<file path="src/rtl/axi4_types_pkg.sv">
// Shared AXI4 encodings used by the read-channel arbiter.
package axi4_types_pkg;

  localparam logic [1:0] AXI4_BURST_FIXED_C = 2'b00;
  localparam logic [1:0] AXI4_BURST_INCR_C  = 2'b01;
  localparam logic [1:0] AXI4_BURST_WRAP_C  = 2'b10;

  localparam logic [1:0] AXI4_RESP_OKAY_C   = 2'b00;
  localparam logic [1:0] AXI4_RESP_EXOKAY_C = 2'b01;
  localparam logic [1:0] AXI4_RESP_SLVERR_C = 2'b10;
  localparam logic [1:0] AXI4_RESP_DECERR_C = 2'b11;

endpackage

</file>
<file path="src/rtl/arb_rr_select.sv">
// Combinational rotate-priority picker: first set request at or after rr_ptr,
// wrapping from N-1 back to 0.
module arb_rr_select #(
  parameter int N = 4,
  localparam int IW = $clog2(N)
) (
  input  logic [0:N-1]  req,
  input  logic [IW-1:0] rr_ptr,
  output logic          valid,
  output logic [IW-1:0] idx
);

  logic [IW-1:0] cand [N];

  genvar gi;
  generate
    for (gi = 0; gi < N; gi++) begin : g_cand
      logic [IW:0] sum;
      assign sum       = {1'b0, rr_ptr} + (IW+1)'(gi);
      assign cand[gi]  = (sum >= (IW+1)'(N)) ? IW'(sum - (IW+1)'(N)) : sum[IW-1:0];
    end
  endgenerate

  // Scan from lowest priority upward so the highest-priority hit wins last.
  always_comb begin
    valid = 1'b0;
    idx   = '0;
    for (int k = N - 1; k >= 0; k--) begin
      if (req[cand[k]]) begin
        valid = 1'b1;
        idx   = cand[k];
      end
    end
  end

endmodule

</file>
<file path="src/rtl/axi4_m2s_read_arbiter.sv">
// Round-robin many-to-one AXI4 read arbiter; one AR plus its full R burst per grant.
// Optional R-ID checking is enabled by defining AXI4_M2S_RD_ARB_ID_CHECK_EN.
module axi4_m2s_read_arbiter
  import axi4_types_pkg::*;
#(
  parameter int AXI_ID_WIDTH_P   = 3,
  parameter int AXI_ADDR_WIDTH_P = 32,
  parameter int AXI_DATA_WIDTH_P = 32,
  parameter int NR_OF_MASTERS_P  = 4
) (
  input  logic                                               clk,
  input  logic                                               rst_n,
  input  logic [0:NR_OF_MASTERS_P-1][AXI_ID_WIDTH_P-1:0]     mst_arid,
  input  logic [0:NR_OF_MASTERS_P-1][AXI_ADDR_WIDTH_P-1:0]   mst_araddr,
  input  logic [0:NR_OF_MASTERS_P-1][7:0]                    mst_arlen,
  input  logic [0:NR_OF_MASTERS_P-1]                         mst_arvalid,
  output logic [0:NR_OF_MASTERS_P-1]                         mst_arready,
  output logic [AXI_ID_WIDTH_P-1:0]                          mst_rid,
  output logic [AXI_DATA_WIDTH_P-1:0]                        mst_rdata,
  output logic [1:0]                                         mst_rresp,
  output logic                                               mst_rlast,
  output logic [0:NR_OF_MASTERS_P-1]                         mst_rvalid,
  input  logic [0:NR_OF_MASTERS_P-1]                         mst_rready,
  output logic [AXI_ID_WIDTH_P-1:0]                          slv_arid,
  output logic [AXI_ADDR_WIDTH_P-1:0]                        slv_araddr,
  output logic [7:0]                                         slv_arlen,
  output logic [2:0]                                         slv_arsize,
  output logic [1:0]                                         slv_arburst,
  output logic                                               slv_arlock,
  output logic [3:0]                                         slv_arcache,
  output logic [2:0]                                         slv_arprot,
  output logic [3:0]                                         slv_arqos,
  output logic                                               slv_arvalid,
  input  logic                                               slv_arready,
  input  logic [AXI_ID_WIDTH_P-1:0]                          slv_rid,
  input  logic [AXI_DATA_WIDTH_P-1:0]                        slv_rdata,
  input  logic [1:0]                                         slv_rresp,
  input  logic                                               slv_rlast,
  input  logic                                               slv_rvalid,
  output logic                                               slv_rready,
  output logic                                               rd_id_err
);

  localparam int SEL_W = $clog2(NR_OF_MASTERS_P);

  typedef enum logic [1:0] {RD_IDLE_E, RD_AR_E, RD_DATA_E} rd_state_t;

  rd_state_t        state_reg, state_next;
  logic [SEL_W-1:0] rr_ptr_reg, sel_reg;
  logic             grant_valid;
  logic [SEL_W-1:0] grant_idx;
  logic             ar_phase, r_phase, ar_hs, r_hs;

  arb_rr_select #(.N(NR_OF_MASTERS_P)) u_rr_select (
    .req    (mst_arvalid),
    .rr_ptr (rr_ptr_reg),
    .valid  (grant_valid),
    .idx    (grant_idx)
  );

  assign ar_phase    = (state_reg == RD_AR_E);
  assign r_phase     = (state_reg == RD_DATA_E);
  assign slv_arvalid = ar_phase && mst_arvalid[sel_reg];
  assign ar_hs       = slv_arvalid && slv_arready;
  assign slv_rready  = r_phase && mst_rready[sel_reg];
  assign r_hs        = slv_rvalid && slv_rready;

  genvar gi;
  generate
    for (gi = 0; gi < NR_OF_MASTERS_P; gi++) begin : g_mst
      assign mst_arready[gi] = ar_phase && (sel_reg == SEL_W'(gi)) && slv_arready;
      assign mst_rvalid[gi]  = r_phase && (sel_reg == SEL_W'(gi)) && slv_rvalid;
    end
  endgenerate

  assign slv_arid    = ar_phase ? mst_arid[sel_reg]   : '0;
  assign slv_araddr  = ar_phase ? mst_araddr[sel_reg] : '0;
  assign slv_arlen   = ar_phase ? mst_arlen[sel_reg]  : '0;
  assign slv_arsize  = 3'($clog2(AXI_DATA_WIDTH_P / 8));
  assign slv_arburst = AXI4_BURST_INCR_C;
  assign slv_arlock  = 1'b0;
  assign slv_arcache = 4'd0;
  assign slv_arprot  = 3'd0;
  assign slv_arqos   = 4'd0;

  assign mst_rid   = slv_rid;
  assign mst_rdata = slv_rdata;
  assign mst_rresp = slv_rresp;
  assign mst_rlast = slv_rlast;

  always_comb begin
    state_next = state_reg;
    case (state_reg)
      RD_IDLE_E: if (grant_valid)       state_next = RD_AR_E;
      RD_AR_E:   if (ar_hs)             state_next = RD_DATA_E;
      RD_DATA_E: if (r_hs && slv_rlast) state_next = RD_IDLE_E;
      default:                          state_next = RD_IDLE_E;
    endcase
  end

  always_ff @(posedge clk) begin
    if (!rst_n) begin
      state_reg  <= RD_IDLE_E;
      rr_ptr_reg <= '0;
      sel_reg    <= '0;
    end else begin
      state_reg <= state_next;
      if (state_reg == RD_IDLE_E && grant_valid) begin
        sel_reg    <= grant_idx;
        rr_ptr_reg <= (grant_idx == SEL_W'(NR_OF_MASTERS_P - 1)) ? '0 : grant_idx + SEL_W'(1);
      end
    end
  end

`ifdef AXI4_M2S_RD_ARB_ID_CHECK_EN
  logic [AXI_ID_WIDTH_P-1:0] arid_q_reg;
  logic                      rd_id_err_reg;

  // The error is a registered pulse, so it lands one cycle after the offending beat.
  always_ff @(posedge clk) begin
    if (!rst_n) begin
      arid_q_reg    <= '0;
      rd_id_err_reg <= 1'b0;
    end else begin
      if (ar_hs) arid_q_reg <= mst_arid[sel_reg];
      rd_id_err_reg <= r_hs && (slv_rid != arid_q_reg);
    end
  end

  assign rd_id_err = rd_id_err_reg;
`else
  assign rd_id_err = 1'b0;
`endif

endmodule

</file>
<file path="config.mk">
export PLATFORM = sky130hd
export DESIGN_NAME = axi4_m2s_read_arbiter
export DESIGN_NICKNAME = d
export VERILOG_FILES = /design/src/rtl/axi4_types_pkg.sv /design/src/rtl/arb_rr_select.sv /design/src/rtl/axi4_m2s_read_arbiter.sv
export SDC_FILE = /design/constraint.sdc
export NUM_CORES = 1
export LEC_CHECK = 0
export CORE_AREA = 3 3 128 130
export DETAILED_ROUTE_END_ITERATION = 8
export DIE_AREA = 0 0 131 133
export PLACE_DENSITY = 0.56
export SLEW_MARGIN = 15
export SYNTH_ARGS = -nofsm -noshare
export SYNTH_HDL_FRONTEND = slang
export SYNTH_HIERARCHICAL = 1
export SYNTH_SLANG_ARGS = --single-unit
</file>
<file path="constraint.sdc">
create_clock -name clk -period 1.8 [get_ports clk]
set_input_delay 0.27 -clock clk [delete_from_list [all_inputs] [get_ports clk]]
set_output_delay 0.27 -clock clk [all_outputs]
set_load 0.02 [all_outputs]
</file>
==> flow_summary.yaml <==
synthesis:
  ys_types: 28
  synth.top_cell.area_share: 0.428
  synth_seq_area_share: 0.0531
  synth_edf_count: 0
  synth-seq-cells: 6
  yosys-top-cells-area: "mux4_2, buf_4, and2_1"
  ys.flop_type: "dfxtp_1"
  synth_top_cell_by_area: "mux4_2"
  synth_commonest_cells: "buf_4, and2_1, mux4_2"
  synthCells: 224
  avgSynthCellArea_um2: 10.1
  yosysMostFrequentCell: "buf_4"
  netlist_area_mm2: 0.00226
  yosysWarnings: 6
  synthArstFlopShare: 0
critical_path:
  startpoint: "sel_reg[0]"
  max_stage_delay_ns: 0.48
  path_max_fanout: 7
  r2r-start: "sel_reg[0]"
  critPathSlowestCell: "mux4_2"
  r2r_slack_ns: 0.33
  crit_path_start_kind: "flip-flop"
  cp_common_cell: "buf_6"
  r2r_end: "state_reg[0]"
  cp-endpoint: "slv_araddr[14]"
  crit_path_end_kind: "primary output"
  rr_worst_depth: 6
  crit_arrival_ns: 1.74
  path_class: "reg -> out"
  required_ns: 1.53
  cp_cell_sequence: "clkbuf_16 > buf_6 > mux4_2 > and2_4 > buf_6"
cts:
  clockBufferDepth: 2
  path_clk_slew_ns: 0.04
  cts-htree-levels: 1
  cts_hold_buf: 0
  clk_latency_ns: 0.24
  cts_buffers: 3
  cts-root-buf: "clkbuf_16"
  clock_sinks: 6
  cts_tree: "built"
global_route:
  grt_antenna_before_repair: 0
  use_met3: 0.0262
  grt_max_degree: 29
  grt_overflow_total: 0
  grt_pass1_vias: 2738
  grt_pass1_wl_mm: 15.5
  grt_busiest_layer: "met2"
  use_met1: 0.129
  grt_use_met2: 0.208
  grt_usage: 0.111
job:
  maxCapViolCount: 0
cells_and_area:
  fin_area_mm2: 0.00524
  multi_input_area_mm2: 0.00182
  nets: 684
  area_growth_pct: 132
  fin_util: 0.344
  n_antenna_cell: 0
  fillers: 1535
  drive_gt1_frac: 0.433
  seq_area_um2: 128
drt:
  wl_mm: 11.2
  vias: 2645
  drt-initial-drc-count: 40
  viasPerCell: 3.94
  drc: 0
  dr.pass1.iters: 4
  ant_nets: 0
  wl_per_cell_um: 16.7
timing:
  finalWorstSetupSlack_ns: -0.209
  fin_crit_sh: 1.12
  period_minus_slack_ns: 2.01
  final.setup.tns_ns: -7.02
  grt_setup_unrepaired: "true"
  finClkSkew_ns: 0.00240
  setup_violations: 45
  fmax_mhz: 498
  hold_violations: 0
  final_max_slew_viol_count: 0
status:
  status: "finished with violations"
  violations: "negative setup slack"
die:
  std_cell_rows: 45
  die_w_um: 131
  ios: 331
  die_area_mm2: 0.0174
  die_h_um: 133
  initial_core_util: 0.148
  core_area_mm2: 0.0153
power_and_ir_drop:
  p_per_area_mw_per_mm2: 706
  vdd_drop_max_mv: 0.402
  report.power.total_mw: 3.70
  p_leak_nw: 2.05
placement:
  routabilityCongestion: 0.784
  dpl.hpwl_mm: 9.23
  placed_area_mm2: 0.00478
  io_buffers: 238
hold_path:
  hold_class: "in -> out"
-- power by group --
group	switching [mW]	total (mW)	internal (mW)
logic	1.19	3.08	1.89
registers	0.0665	0.235	0.169
clock network	0.0905	0.386	0.295
-- through the flow --
stage | hold WS [ns] | setup slack (ns) | cells
after global placement | 0.540 | -0.554 | 646
after detailed placement | 0.540 | -0.533 | 646
final | 0.540 | -0.209 | 671
after floorplan | 0.398 | 0.0822 | 240
after CTS | 0.540 | -0.361 | 652
after global routing | 0.540 | -0.277 | 671
-- how the worst min path moves through the flow --
stage                        startpoint             to  slack (ns)  depth (start not counted)
final                      slv_rdata[1]   mst_rdata[1]        0.54                          0
after global routing      slv_rdata[13]  mst_rdata[13]        0.54                          0
after CTS                 slv_rdata[11]  mst_rdata[11]        0.54                          0
after detailed placement  slv_rdata[11]  mst_rdata[11]        0.54                          0
after global placement    slv_rdata[11]  mst_rdata[11]        0.54                          0
after floorplan                   rst_n  rr_ptr_reg[0]        0.40                          1
-- timing repair --
item | in CTS | in global routing
cloned | 0 | 2
pin swaps | 2 | 23
buffers inserted | 2 | 18
resized for setup | 168 | 178
endpoints found under the setup margin | 53 | 55
-- worst max-delay path, delay by kind of cell (launching register included) --
| family | cells | cell delay [ns] |
|---|---|---|
| and+or+nand+nor | 1 | 0.17 |
| muxes | 1 | 0.48 |
| DFF | 1 | 0.45 |
| buffers and inverters | 3 | 0.40 |
-- layout by cell type (no fill, tap or decap), types with 2 or more instances in the layout --
cell type,count
buf_4,30
conb_1,18
nor3b_1,2
nor2b_1,5
nor2_1,10
buf_6,47
mux4_2,43
and2_4,37
mux2_2,2
nor3_1,3
a211oi_2,2
clkbuf_2,6
clkbuf_16,5
mux2i_1,7
nand2b_1,3
dfxtp_1,4
buf_12,10
nand2_1,7
dfxtp_4,2
buf_2,6
nand3_1,2
nor3b_2,3
and2_1,7
clkdlybuf4s50_1,185
-- final cells by class --
class,count,share of cell area
clock buffer,4,0.0150
inverter,1,0.000716
multi-input combinational,160,0.347
sequential,6,0.0243
tap,211,0.0503
timing repair buffer,289,0.563
-- layer usage --
metal | wire, um | vias to the layer above | part of all wire
met4 | 76 | 0 | 0.0068
met1 | 4110 | 1262 | 0.37
li1 | - | 1220 | -
met2 | 5900 | 154 | 0.53
met3 | 1120 | 9 | 0.10
met5 | 0 | - | 0
-- cells by family (layout without fill, tap and decap cells) --
family	count (synthesis)	in the layout	share of synthesized area
simple gates	80	80	0.205
buf+inv	74	294	0.231
mux	53	53	0.473
compound gates	8	8	0.0293
flops	6	6	0.0531
other cells	2	18	0.00332
fa+ha+maj	1	1	0.00553
(Power assumes the default switching activity.)
